**src/rtl/wash_pkg.sv**
```systemverilog
// Shared definitions for the washing-machine controller: phase indices,
// phase-timer scheduler state encoding and default phase durations.
package wash_pkg;

  localparam logic [1:0] PH_WASH  = 2'd0;
  localparam logic [1:0] PH_RINSE = 2'd1;
  localparam logic [1:0] PH_DRY   = 2'd2;

  typedef enum logic [1:0] {
    ST_IDLE = 2'd0,
    ST_RUN  = 2'd1,
    ST_DONE = 2'd2
  } pts_state_e;

  localparam int DEF_WASH_TICKS  = 1800;
  localparam int DEF_RINSE_TICKS = 900;
  localparam int DEF_DRY_TICKS   = 1200;

endpackage

```
**src/rtl/phase_timer_sched_if.sv**
```systemverilog
// Bus between the wash FSM phase logic and the shared phase-timer scheduler.
// Optional feature macro: PHASE_TIMER_PAUSE_EN adds the pause signal.
interface phase_timer_sched_if #(
  parameter int CNT_W = 12
);
  logic             tick_en;
  logic [2:0]       req;
  logic [2:0]       grant;
  logic [2:0]       done;
  logic             busy;
  logic [CNT_W-1:0] remaining;
`ifdef PHASE_TIMER_PAUSE_EN
  logic             pause;
`endif

  modport master (
    output tick_en,
    output req,
`ifdef PHASE_TIMER_PAUSE_EN
    output pause,
`endif
    input  grant,
    input  done,
    input  busy,
    input  remaining
  );

  modport slave (
    input  tick_en,
    input  req,
`ifdef PHASE_TIMER_PAUSE_EN
    input  pause,
`endif
    output grant,
    output done,
    output busy,
    output remaining
  );
endinterface

```
**src/rtl/phase_timer_sched_rr_arb3.sv**
```systemverilog
// Combinational 3-way round-robin arbiter; the search starts at the index
// after 'last' and wraps. Outputs are zero / don't-care when req is zero.
module rr_arb3 (
  input  logic [2:0] req,
  input  logic [1:0] last,
  output logic [2:0] gnt_onehot,
  output logic [1:0] gnt_idx
);

  // Pick the first requester in rotated priority order.
  always_comb begin
    logic [1:0] o0, o1, o2;
    logic [3:0] req4;
    req4 = {1'b0, req};
    case (last)
      2'd0:    begin o0 = 2'd1; o1 = 2'd2; o2 = 2'd0; end
      2'd1:    begin o0 = 2'd2; o1 = 2'd0; o2 = 2'd1; end
      default: begin o0 = 2'd0; o1 = 2'd1; o2 = 2'd2; end
    endcase
    if (req4[o0])      gnt_idx = o0;
    else if (req4[o1]) gnt_idx = o1;
    else               gnt_idx = o2;
    gnt_onehot = (req != 3'b000) ? (3'b001 << gnt_idx) : 3'b000;
  end

endmodule

```
**src/rtl/phase_timer_sched.sv**
```systemverilog
// Shared phase-timer scheduler: grants the single down-counter to one of
// WASH/RINSE/DRY round-robin, counts on tick_en and pulses done on completion.
// Optional feature macro: PHASE_TIMER_PAUSE_EN (pause holds the count).
module phase_timer_sched
  import wash_pkg::*;
#(
  parameter int CNT_W       = 12,
  parameter int WASH_TICKS  = DEF_WASH_TICKS,
  parameter int RINSE_TICKS = DEF_RINSE_TICKS,
  parameter int DRY_TICKS   = DEF_DRY_TICKS
) (
  input  logic             CLK,
  input  logic             nRESET,
  phase_timer_sched_if.slave bus
);

  if (WASH_TICKS < 1 || 64'(WASH_TICKS) >= (64'd1 << CNT_W)) begin : g_bad_wash
    $error("WASH_TICKS out of range for CNT_W");
  end
  if (RINSE_TICKS < 1 || 64'(RINSE_TICKS) >= (64'd1 << CNT_W)) begin : g_bad_rinse
    $error("RINSE_TICKS out of range for CNT_W");
  end
  if (DRY_TICKS < 1 || 64'(DRY_TICKS) >= (64'd1 << CNT_W)) begin : g_bad_dry
    $error("DRY_TICKS out of range for CNT_W");
  end

  pts_state_e       state;
  logic [2:0]       grant_r;
  logic [1:0]       gidx;
  logic [1:0]       last;
  logic [CNT_W-1:0] cnt;
  logic [CNT_W-1:0] load_val;
  logic [2:0]       arb_oh;
  logic [1:0]       arb_idx;
  logic             tick_ok;
  logic             owner_req;

  rr_arb3 u_arb (
    .req        (bus.req),
    .last       (last),
    .gnt_onehot (arb_oh),
    .gnt_idx    (arb_idx)
  );

`ifdef PHASE_TIMER_PAUSE_EN
  assign tick_ok = bus.tick_en & ~bus.pause;
`else
  assign tick_ok = bus.tick_en;
`endif

  // The granted requester is still asking; grant_r is one-hot in RUN/DONE.
  assign owner_req = |(bus.req & grant_r);

  // Duration for the phase the arbiter currently selects.
  always_comb begin
    case (arb_idx)
      PH_WASH:  load_val = CNT_W'(WASH_TICKS);
      PH_RINSE: load_val = CNT_W'(RINSE_TICKS);
      default:  load_val = CNT_W'(DRY_TICKS);
    endcase
  end

  // FSM, counter and last-served pointer; abort takes priority over the tick.
  always_ff @(posedge CLK) begin
    if (!nRESET) begin
      state   <= ST_IDLE;
      grant_r <= '0;
      gidx    <= '0;
      last    <= PH_DRY;
      cnt     <= '0;
    end else begin
      case (state)
        ST_IDLE: begin
          if (bus.req != 3'b000) begin
            state   <= ST_RUN;
            grant_r <= arb_oh;
            gidx    <= arb_idx;
            cnt     <= load_val;
          end
        end
        ST_RUN: begin
          if (!owner_req) begin
            state   <= ST_IDLE;
            grant_r <= '0;
            cnt     <= '0;
            last    <= gidx;
          end else if (tick_ok && cnt != '0) begin
            cnt <= cnt - CNT_W'(1);
            if (cnt == CNT_W'(1)) state <= ST_DONE;
          end
        end
        ST_DONE: begin
          state   <= ST_IDLE;
          grant_r <= '0;
          cnt     <= '0;
          last    <= gidx;
        end
        default: begin
          state   <= ST_IDLE;
          grant_r <= '0;
          cnt     <= '0;
        end
      endcase
    end
  end

  assign bus.grant     = grant_r;
  assign bus.done      = (state == ST_DONE) ? grant_r : 3'b000;
  assign bus.busy      = (state != ST_IDLE);
  assign bus.remaining = cnt;

endmodule

```
**src/flat_wrapper.sv**
```systemverilog
// flat-port wrapper written by rule: the top's interface ports become plain ports
module phase_timer_sched_flat import wash_pkg::*;
#(
  parameter int CNT_W       = 12,
  parameter int WASH_TICKS  = DEF_WASH_TICKS,
  parameter int RINSE_TICKS = DEF_RINSE_TICKS,
  parameter int DRY_TICKS   = DEF_DRY_TICKS
)
  (CLK, nRESET, bus_tick_en, bus_req, bus_grant, bus_done, bus_busy, bus_remaining);
  phase_timer_sched_if #(.CNT_W(CNT_W)) bus_i ();
  input  logic CLK;
  input  logic nRESET;
  input wire logic [$bits(bus_i.tick_en)-1:0] bus_tick_en;
  input wire logic [$bits(bus_i.req)-1:0] bus_req;
  output wire logic [$bits(bus_i.grant)-1:0] bus_grant;
  output wire logic [$bits(bus_i.done)-1:0] bus_done;
  output wire logic [$bits(bus_i.busy)-1:0] bus_busy;
  output wire logic [$bits(bus_i.remaining)-1:0] bus_remaining;
  assign bus_i.tick_en = bus_tick_en;
  assign bus_i.req = bus_req;
  assign bus_grant = bus_i.grant;
  assign bus_done = bus_i.done;
  assign bus_busy = bus_i.busy;
  assign bus_remaining = bus_i.remaining;
  phase_timer_sched #(.CNT_W(CNT_W), .WASH_TICKS(WASH_TICKS), .RINSE_TICKS(RINSE_TICKS), .DRY_TICKS(DRY_TICKS)) u_core (.CLK(CLK), .nRESET(nRESET), .bus(bus_i));
endmodule
```
**config.mk**
```make
export PLATFORM = sky130hd
export DESIGN_NAME = phase_timer_sched_flat
export DESIGN_NICKNAME = d
export VERILOG_FILES = /design/src/rtl/wash_pkg.sv /design/src/rtl/phase_timer_sched_if.sv /design/src/rtl/phase_timer_sched_rr_arb3.sv /design/src/rtl/phase_timer_sched.sv /design/src/flat_wrapper.sv
export SDC_FILE = /design/constraint.sdc
export NUM_CORES = 1
export LEC_CHECK = 0
export ABC_CLOCK_PERIOD_IN_PS = 3000
export BUFFER_PORTS_ARGS = -buffer_cell sky130_fd_sc_hd__buf_2
export CAP_MARGIN = 20
export CELL_PAD_IN_SITES_DETAIL_PLACEMENT = 1
export CELL_PAD_IN_SITES_GLOBAL_PLACEMENT = 1
export CORE_AREA = 3 3 61 63
export DETAILED_ROUTE_END_ITERATION = 8
export DIE_AREA = 0 0 64 66
export PLACE_DENSITY = 0.82
export SLEW_MARGIN = 20
export SYNTH_ARGS = -nofsm -noshare
export SYNTH_HDL_FRONTEND = slang
export SYNTH_SLANG_ARGS = --single-unit
```
**constraint.sdc**
```tcl
create_clock -name CLK -period 3 [get_ports CLK]
set_input_delay 0.9 -clock CLK [delete_from_list [all_inputs] [get_ports CLK]]
set_output_delay 0.9 -clock CLK [all_outputs]
set_load 0.03 [all_outputs]
```
==> flow_summary_export.csv, run 1 <==
group,metric,value,unit
die,die_area,0.00422,mm^2
power_and_ir_drop,peakVddDrop,0.000218,V
timing,finalSetupViolCount,0,
timing,hold_viol,0,
clocking,insertion_delay,0.32,ns
drt,first_iter_violations,48,
timing,tightest_slew,0.760,ns
timing,holdWs,0.492,ns
worst_hold_path,hold_path.class,"reg2reg",
critical_path,cp-start-kind,"flop",
timing,min_period,2.37,ns
clocking,cts_root_buf,"clkbuf_4",
grt,grt-ovfl-total,0,
clocking,cts_sinks,21,
worst_hold_path,hold_start,"u_core.gidx[1]",
run_status,outcome,"finished, final reports clean",
critical_path,endpoint_kind,"output port",
grt,grt_usage,19.7,%
synth,syn_area,0.00128,mm^2
synth,synthArstFlopShare,0,%
clocking,cts_made_buffers,3,
place,port_buffers,24,
cells_and_area,finalNetCount,187,
drt,route.vias.total,1295,
timing,finalMaxSlewViolations,0,
die,ioPinCount,25,
critical_path,crit_path_start,"u_core.state[1]",
die,coreArea,0.00328,mm^2
critical_path,worstSetupPathType,"reg2out",
timing,period_share,79.1,%
critical_path,cp.required,2.10,ns
synth,synth-edff-count,0,
place,gp_congestion,0.859,
critical_path,cp_max_fo,7,
cells_and_area,diodes,0,
timing,rsz0062_at_grt,"no",
drt,vias_per_cell,5.78,
clocking,hold_buffers,0,
power_and_ir_drop,p_leak,0.000600,uW
drt,wl,3870,um
synth,synth_area_per_cell,8.36,um^2
drt,ant_nets,0,
clocking,cts_buffer_depth,2,
die,start_util,38.9,%
clocking,path_clk_slew,0.14,ns
grt,grt_start_max_net_pins,18,
timing,tns,0,ns
timing,skew,0.0115,ns
cells_and_area,syn_to_final_growth,15.2,%
clocking,cts_tree,"yes",
cells_and_area,drive_above_1_share,23.0,%
timing,max_slew_margin,49.3,%
synth,synth_cell_types,49,
drt,first_pass_iters,4,
synth,synth_seq_area_share,32.9,%
drt,wire_per_inst,17.3,um
drt,drcViolationCount,0,
synth,synth_ff_type,"dfxtp_1",
place,dp_cells,220,
die,die_h,66,um
clocking,cts_resized,0,
synth,synthCells,153,
die,die_w,64,um
die,rows,21,
synth,synth_seq_cells,21,
job,cap_violations,0,
power_and_ir_drop,power_density,504,mW/mm^2
cells_and_area,stdcell_count,224,
grt,grt_pass1_wl,6490,um
place,dp.final_hpwl,3040,um
synth,ys_warn_count,0,
critical_path,r2r_start,"u_core.bus.remaining[0]",
clocking,htreeDepth,1,
cells_and_area,fillers,429,
synth,syn_nets,161,
grt,grt_pass1_vias,1323,
grt,antenna_found_initial,0,
critical_path,crit_arrival,1.47,ns
clocking,cts_setup_buffers,0,
timing,fmax,421,MHz
## metrics by stage
stage | total power [uW] | cell area, um^2 | util [%] | setup slack (ns)
finish | 742 | 1470 | 44.8 | 0.627
global route | 784 | 1470 | 44.8 | 0.508
CTS | 743 | 1470 | 44.8 | 0.629
detailed placement | 593 | 1440 | 43.9 | 0.324
global placement | 583 | 1440 | 43.9 | 0.481
floorplan | 521 | 1280 | - | 0.735
## cells in the mapped netlist (all sizes together) (3+ instances only)
master	count	area (um^2)
o22ai	3	31.3
nand2b	4	25.0
inv	4	15.0
nand3	6	30.0
o31ai	3	22.5
nand3b	3	22.5
dfxtp	21	420
o21ai	5	40.0
or3	3	18.8
nand2	19	71.3
a21boi	4	30.0
nor4	6	52.6
nor2	15	56.3
nor2b	5	31.3
xnor2	5	43.8
a21oi	5	32.5
and2	7	43.8
nor3	5	25.0
## power breakdown
group,internal [uW],leakage [uW],switching (uW)
clock,51.0,0.0000139,102
sequential,301,0.000172,27.0
combinational,92.6,0.000414,168
total,444,0.000600,298
## per-layer routing
| metal | wire (um) | global-route usage, % | vias to the layer above | share of wire (%) |
|---|---|---|---|---|
| met4 | 40 | 5.93 | 0 | 1.0 |
| met1 | 1720 | 24.6 | 653 | 44 |
| met5 | 0 | 0 | - | 0 |
| met2 | 1950 | 34.5 | 29 | 50 |
| li1 | - | - | 608 | - |
| met3 | 169 | 3.40 | 5 | 4.4 |
## state kept, by name (all words and copies together) (netlist names)
name and cells:
u_core.bus.grant 3, u_core.bus.remaining 12, u_core.last 2, u_core.gidx 2
u_core.state 2
## cells in the final DEF (no fill, tap or decap), types with 4 or more instances in the layout
cell / n
buf_2: 24
dfxtp_1: 21
nand2_1: 19
nor2_1: 15
and2_1: 7
nand3_1: 6
nor2b_1: 5
nor3_1: 5
xnor2_1: 5
nor4_1: 5
inv_1: 4
nand2b_1: 4
a21boi_0: 4
## critical path: stages, from the launching register on
cell and delay [ns]:
dfxtp_1 0.51, nor2b_1 0.29, and2_1 0.16, buf_2 0.19
## final timing paths
kind	end	slack, ns	cells past startpoint
worst max-delay path	bus_done[2]	0.63	3
worst min-delay path	u_core.gidx[1]	0.49	2
worst max register to register	u_core.bus.remaining[2]	0.65	7
worst min register to register	u_core.gidx[1]	0.49	2
## area by class of cell
| cell class | instances | area [um^2] | share of cell area (%) |
|---|---|---|---|
| sequential | 21 | 420 | 28.5 |
| timing repair buffer | 24 | 120 | 8.16 |
| tap | 46 | 57.6 | 3.91 |
| multi-input combinational | 125 | 830 | 56.3 |
| clock inverter | 1 | 7.51 | 0.510 |
| clock buffer | 3 | 22.5 | 1.53 |
| inverter | 4 | 15.0 | 1.02 |
## kinds of logic after synthesis
family,count (synthesis),synth area share (%)
compound gates,35,23.3
xor+xnor,5,3.42
fa+ha+maj,2,1.96
buf+inv,7,2.25
flops,21,32.9
mux,2,1.57
simple gates,81,34.6
(Power assumes the default switching activity.)
==> run 2, diff against run 1 <==
--- a/config.mk
+++ b/config.mk
@@ -5,7 +5,7 @@
 export SDC_FILE = /design/constraint.sdc
 export NUM_CORES = 1
 export LEC_CHECK = 0
-export ABC_CLOCK_PERIOD_IN_PS = 3000
+export ABC_CLOCK_PERIOD_IN_PS = 2300
 export BUFFER_PORTS_ARGS = -buffer_cell sky130_fd_sc_hd__buf_2
 export CAP_MARGIN = 20
 export CELL_PAD_IN_SITES_DETAIL_PLACEMENT = 1
==> constraint.sdc (replaced) <==
create_clock -name CLK -period 2.3 [get_ports CLK]
set_input_delay 0.69 -clock CLK [delete_from_list [all_inputs] [get_ports CLK]]
set_output_delay 0.69 -clock CLK [all_outputs]
set_load 0.03 [all_outputs]
==> run 2 against run 1 <==
Effect of this change:
- die area unchanged
- wire length shrank 0.23%
- setup slack worse by 0.46 ns
- first-iteration DRC count rose by 6.3%
- critical endpoint is now bus_done[1]
- clock power up 27%
- largest power group unchanged
- hold slack better by 0.0062 ns
- sequential share of layout area shrank 0.88 points
- core utilization increased by 1.6 points
- cell area grew 3.5%
==> flow_summary_export.csv, run 2 (same netlist as run 1, synthesis figures left out) <==
group,metric,value,unit
die,die_h,66,um
cells_and_area,multi_input_area,830,um^2
place,dp.final_hpwl,3010,um
grt,grt_pass1_wl,6400,um
drt,ant_nets,0,
clocking,hold_buffers,0,
critical_path,reg2reg_to,"u_core.bus.remaining[8]",
grt,grt_pass1_vias,1306,
drt,route.vias.total,1281,
critical_path,worstSetupPathType,"reg2out",
critical_path,crit_chain,"nor2b_1 -> and2_1 -> buf_2",
cells_and_area,finalNetCount,194,
drt,drcViolationCount,0,
place,dp_cells,227,
grt,grt-ovfl-total,0,
grt,grtUsageMet1,24.8,%
clocking,cts_buffer_depth,2,
worst_hold_path,hold_start,"u_core.gidx[1]",
drt,first_iter_violations,51,
critical_path,endpoint_kind,"output port",
timing,finalSetupViolCount,0,
die,rows,21,
worst_hold_path,worstHoldEndpoint,"u_core.gidx[1]",
die,ioPinCount,25,
grt,grt_use_met2,34.3,%
power_and_ir_drop,p_switching,386,uW
power_and_ir_drop,power_frac_comb,36.5,%
cells_and_area,drive_above_1_share,26.5,%
timing,finalMaxSlewViolations,0,
cells_and_area,largest_register_ffs,12,
cells_and_area,regArea,422,um^2
power_and_ir_drop,power_density,644,mW/mm^2
timing,skew,0.00720,ns
place,gp_congestion,0.818,
cells_and_area,final_cell_mix,"buf_2 (24), dfxtp_1 (20), nand2_1 (19)",
timing,fmax,469,MHz
clocking,htreeDepth,1,
grt,grt-busiest-layer,"met2",
timing,max_slew_margin,60.3,%
grt,grt_usage,19.7,%
grt,grt_start_max_net_pins,18,
timing,tightest_slew,0.594,ns
die,start_util,38.9,%
grt,antenna_found_initial,0,
critical_path,slowest_stage,"dfxtp_2",
cells_and_area,syn_to_final_growth,19.2,%
cells_and_area,stdcell_count,231,
drt,first_pass_iters,4,
critical_path,cp.required,1.61,ns
power_and_ir_drop,peakVddDrop,0.000255,V
cells_and_area,fillers,425,
clocking,cts_sinks,21,
critical_path,r2r_setup_slack,0.22,ns
job,cap_violations,0,
clocking,cts_made_buffers,3,
clocking,cts_resized,0,
critical_path,critPathMaxStageDelay,0.43,ns
critical_path,cp_max_fo,7,
critical_path,crit_arrival,1.44,ns
power_and_ir_drop,p_leak,0.000638,uW
place,port_buffers,24,
die,coreArea,0.00328,mm^2
clocking,cts_tree,"yes",
drt,wl,3870,um
timing,rsz0062_at_grt,"no",
worst_hold_path,hold_path.class,"reg2reg",
die,die_area,0.00422,mm^2
power_and_ir_drop,p_int,596,uW
power_and_ir_drop,p_clk_share,19.9,%
critical_path,r2r_start,"u_core.bus.remaining[0]",
worst_hold_path,hold_depth,2,
cells_and_area,diodes,0,
run_status,outcome,"finished, final reports clean",
drt,wire_per_inst,16.7,um
die,die_w,64,um
power_and_ir_drop,pwr-share-seq,43.6,%
power_and_ir_drop,p_sw_share,39.3,%
timing,min_period,2.13,ns
clocking,cts_root_buf,"clkbuf_4",
clocking,insertion_delay,0.32,ns
cells_and_area,final_common_cell,"buf_2",
critical_path,cp-start-kind,"flop",
clocking,cts_setup_buffers,0,
drt,vias_per_cell,5.55,
grt,met3_usage,2.21,%
timing,period_share,92.8,%
timing,hold_viol,0,
critical_path,rr_worst_depth,8,
clocking,path_clk_slew,0.14,ns
timing,tns,0,ns
## run 2: changes by cell type in the layout (fill, tap and decap cells not counted)
cell,delta
dfxtp_2,+1
clkinv_2,+1
clkinvlp_4,-1
dfxtp_1,-1
buf_4,+7
## run 2: cell type report
type                            count  share of cell area, %
Clock buffer                        3                   1.48
Clock inverter                      1                  0.328
Inverter                            4                  0.985
Multi-Input combinational cell    125                   54.4
Sequential cell                    21                   27.7
Tap cell                           46                   3.78
Timing Repair Buffer               31                   11.3
## run 2: worst max-delay path by stage
stage / startpoint / cells past startpoint / end / slack (ns)
after floorplan: u_core.bus.remaining[0] / 7 / u_core.bus.remaining[2] / 0.23
after global placement: bus_req[2] / 7 / u_core.bus.remaining[2] / 0.19
after detailed placement: bus_req[2] / 7 / u_core.bus.remaining[8] / 0.15
after CTS: u_core.state[1] / 3 / bus_done[1] / 0.08
after global routing: u_core.state[1] / 3 / bus_done[1] / 0.08
final: u_core.state[1] / 3 / bus_done[1] / 0.17
## run 2: per-stage QoR
step           hold slack, ns  util (%)  instance area (um^2)  power (uW)  worst slack [ns]
6_report                0.498      46.4                  1520         982             0.167
4_1_cts                 0.500      46.4                  1520         984            0.0804
2_1_floorplan           0.441         -                  1280         680             0.233
3_3_place_gp            0.461      45.5                  1500         776             0.185
3_5_place_dp            0.475      45.5                  1500         790             0.147
5_1_grt                 0.532      46.4                  1520        1040            0.0814
## run 2: worst max-delay path: cells and delay by family, from the launching register on
kind,cells,cell delay (ns)
buffers and inverters,1,0.21
flip-flops,1,0.43
AND/OR/NAND/NOR,2,0.48
## run 2: power groups by stage
stage	combinational (uW)	sequential [uW]	clock (uW)
2_1_floorplan	210	470	0
3_3_place_gp	343	433	0
3_5_place_dp	354	436	0
4_1_cts	357	428	199
5_1_grt	388	434	216
6_report	358	428	195
## run 2: per-layer routing
layer	wire length, um	share of wire [%]	up-vias
met5	0	0	-
met4	45	1.2	0
met3	116	3.0	7
met2	1930	50	25
met1	1770	46	631
li1	-	-	618
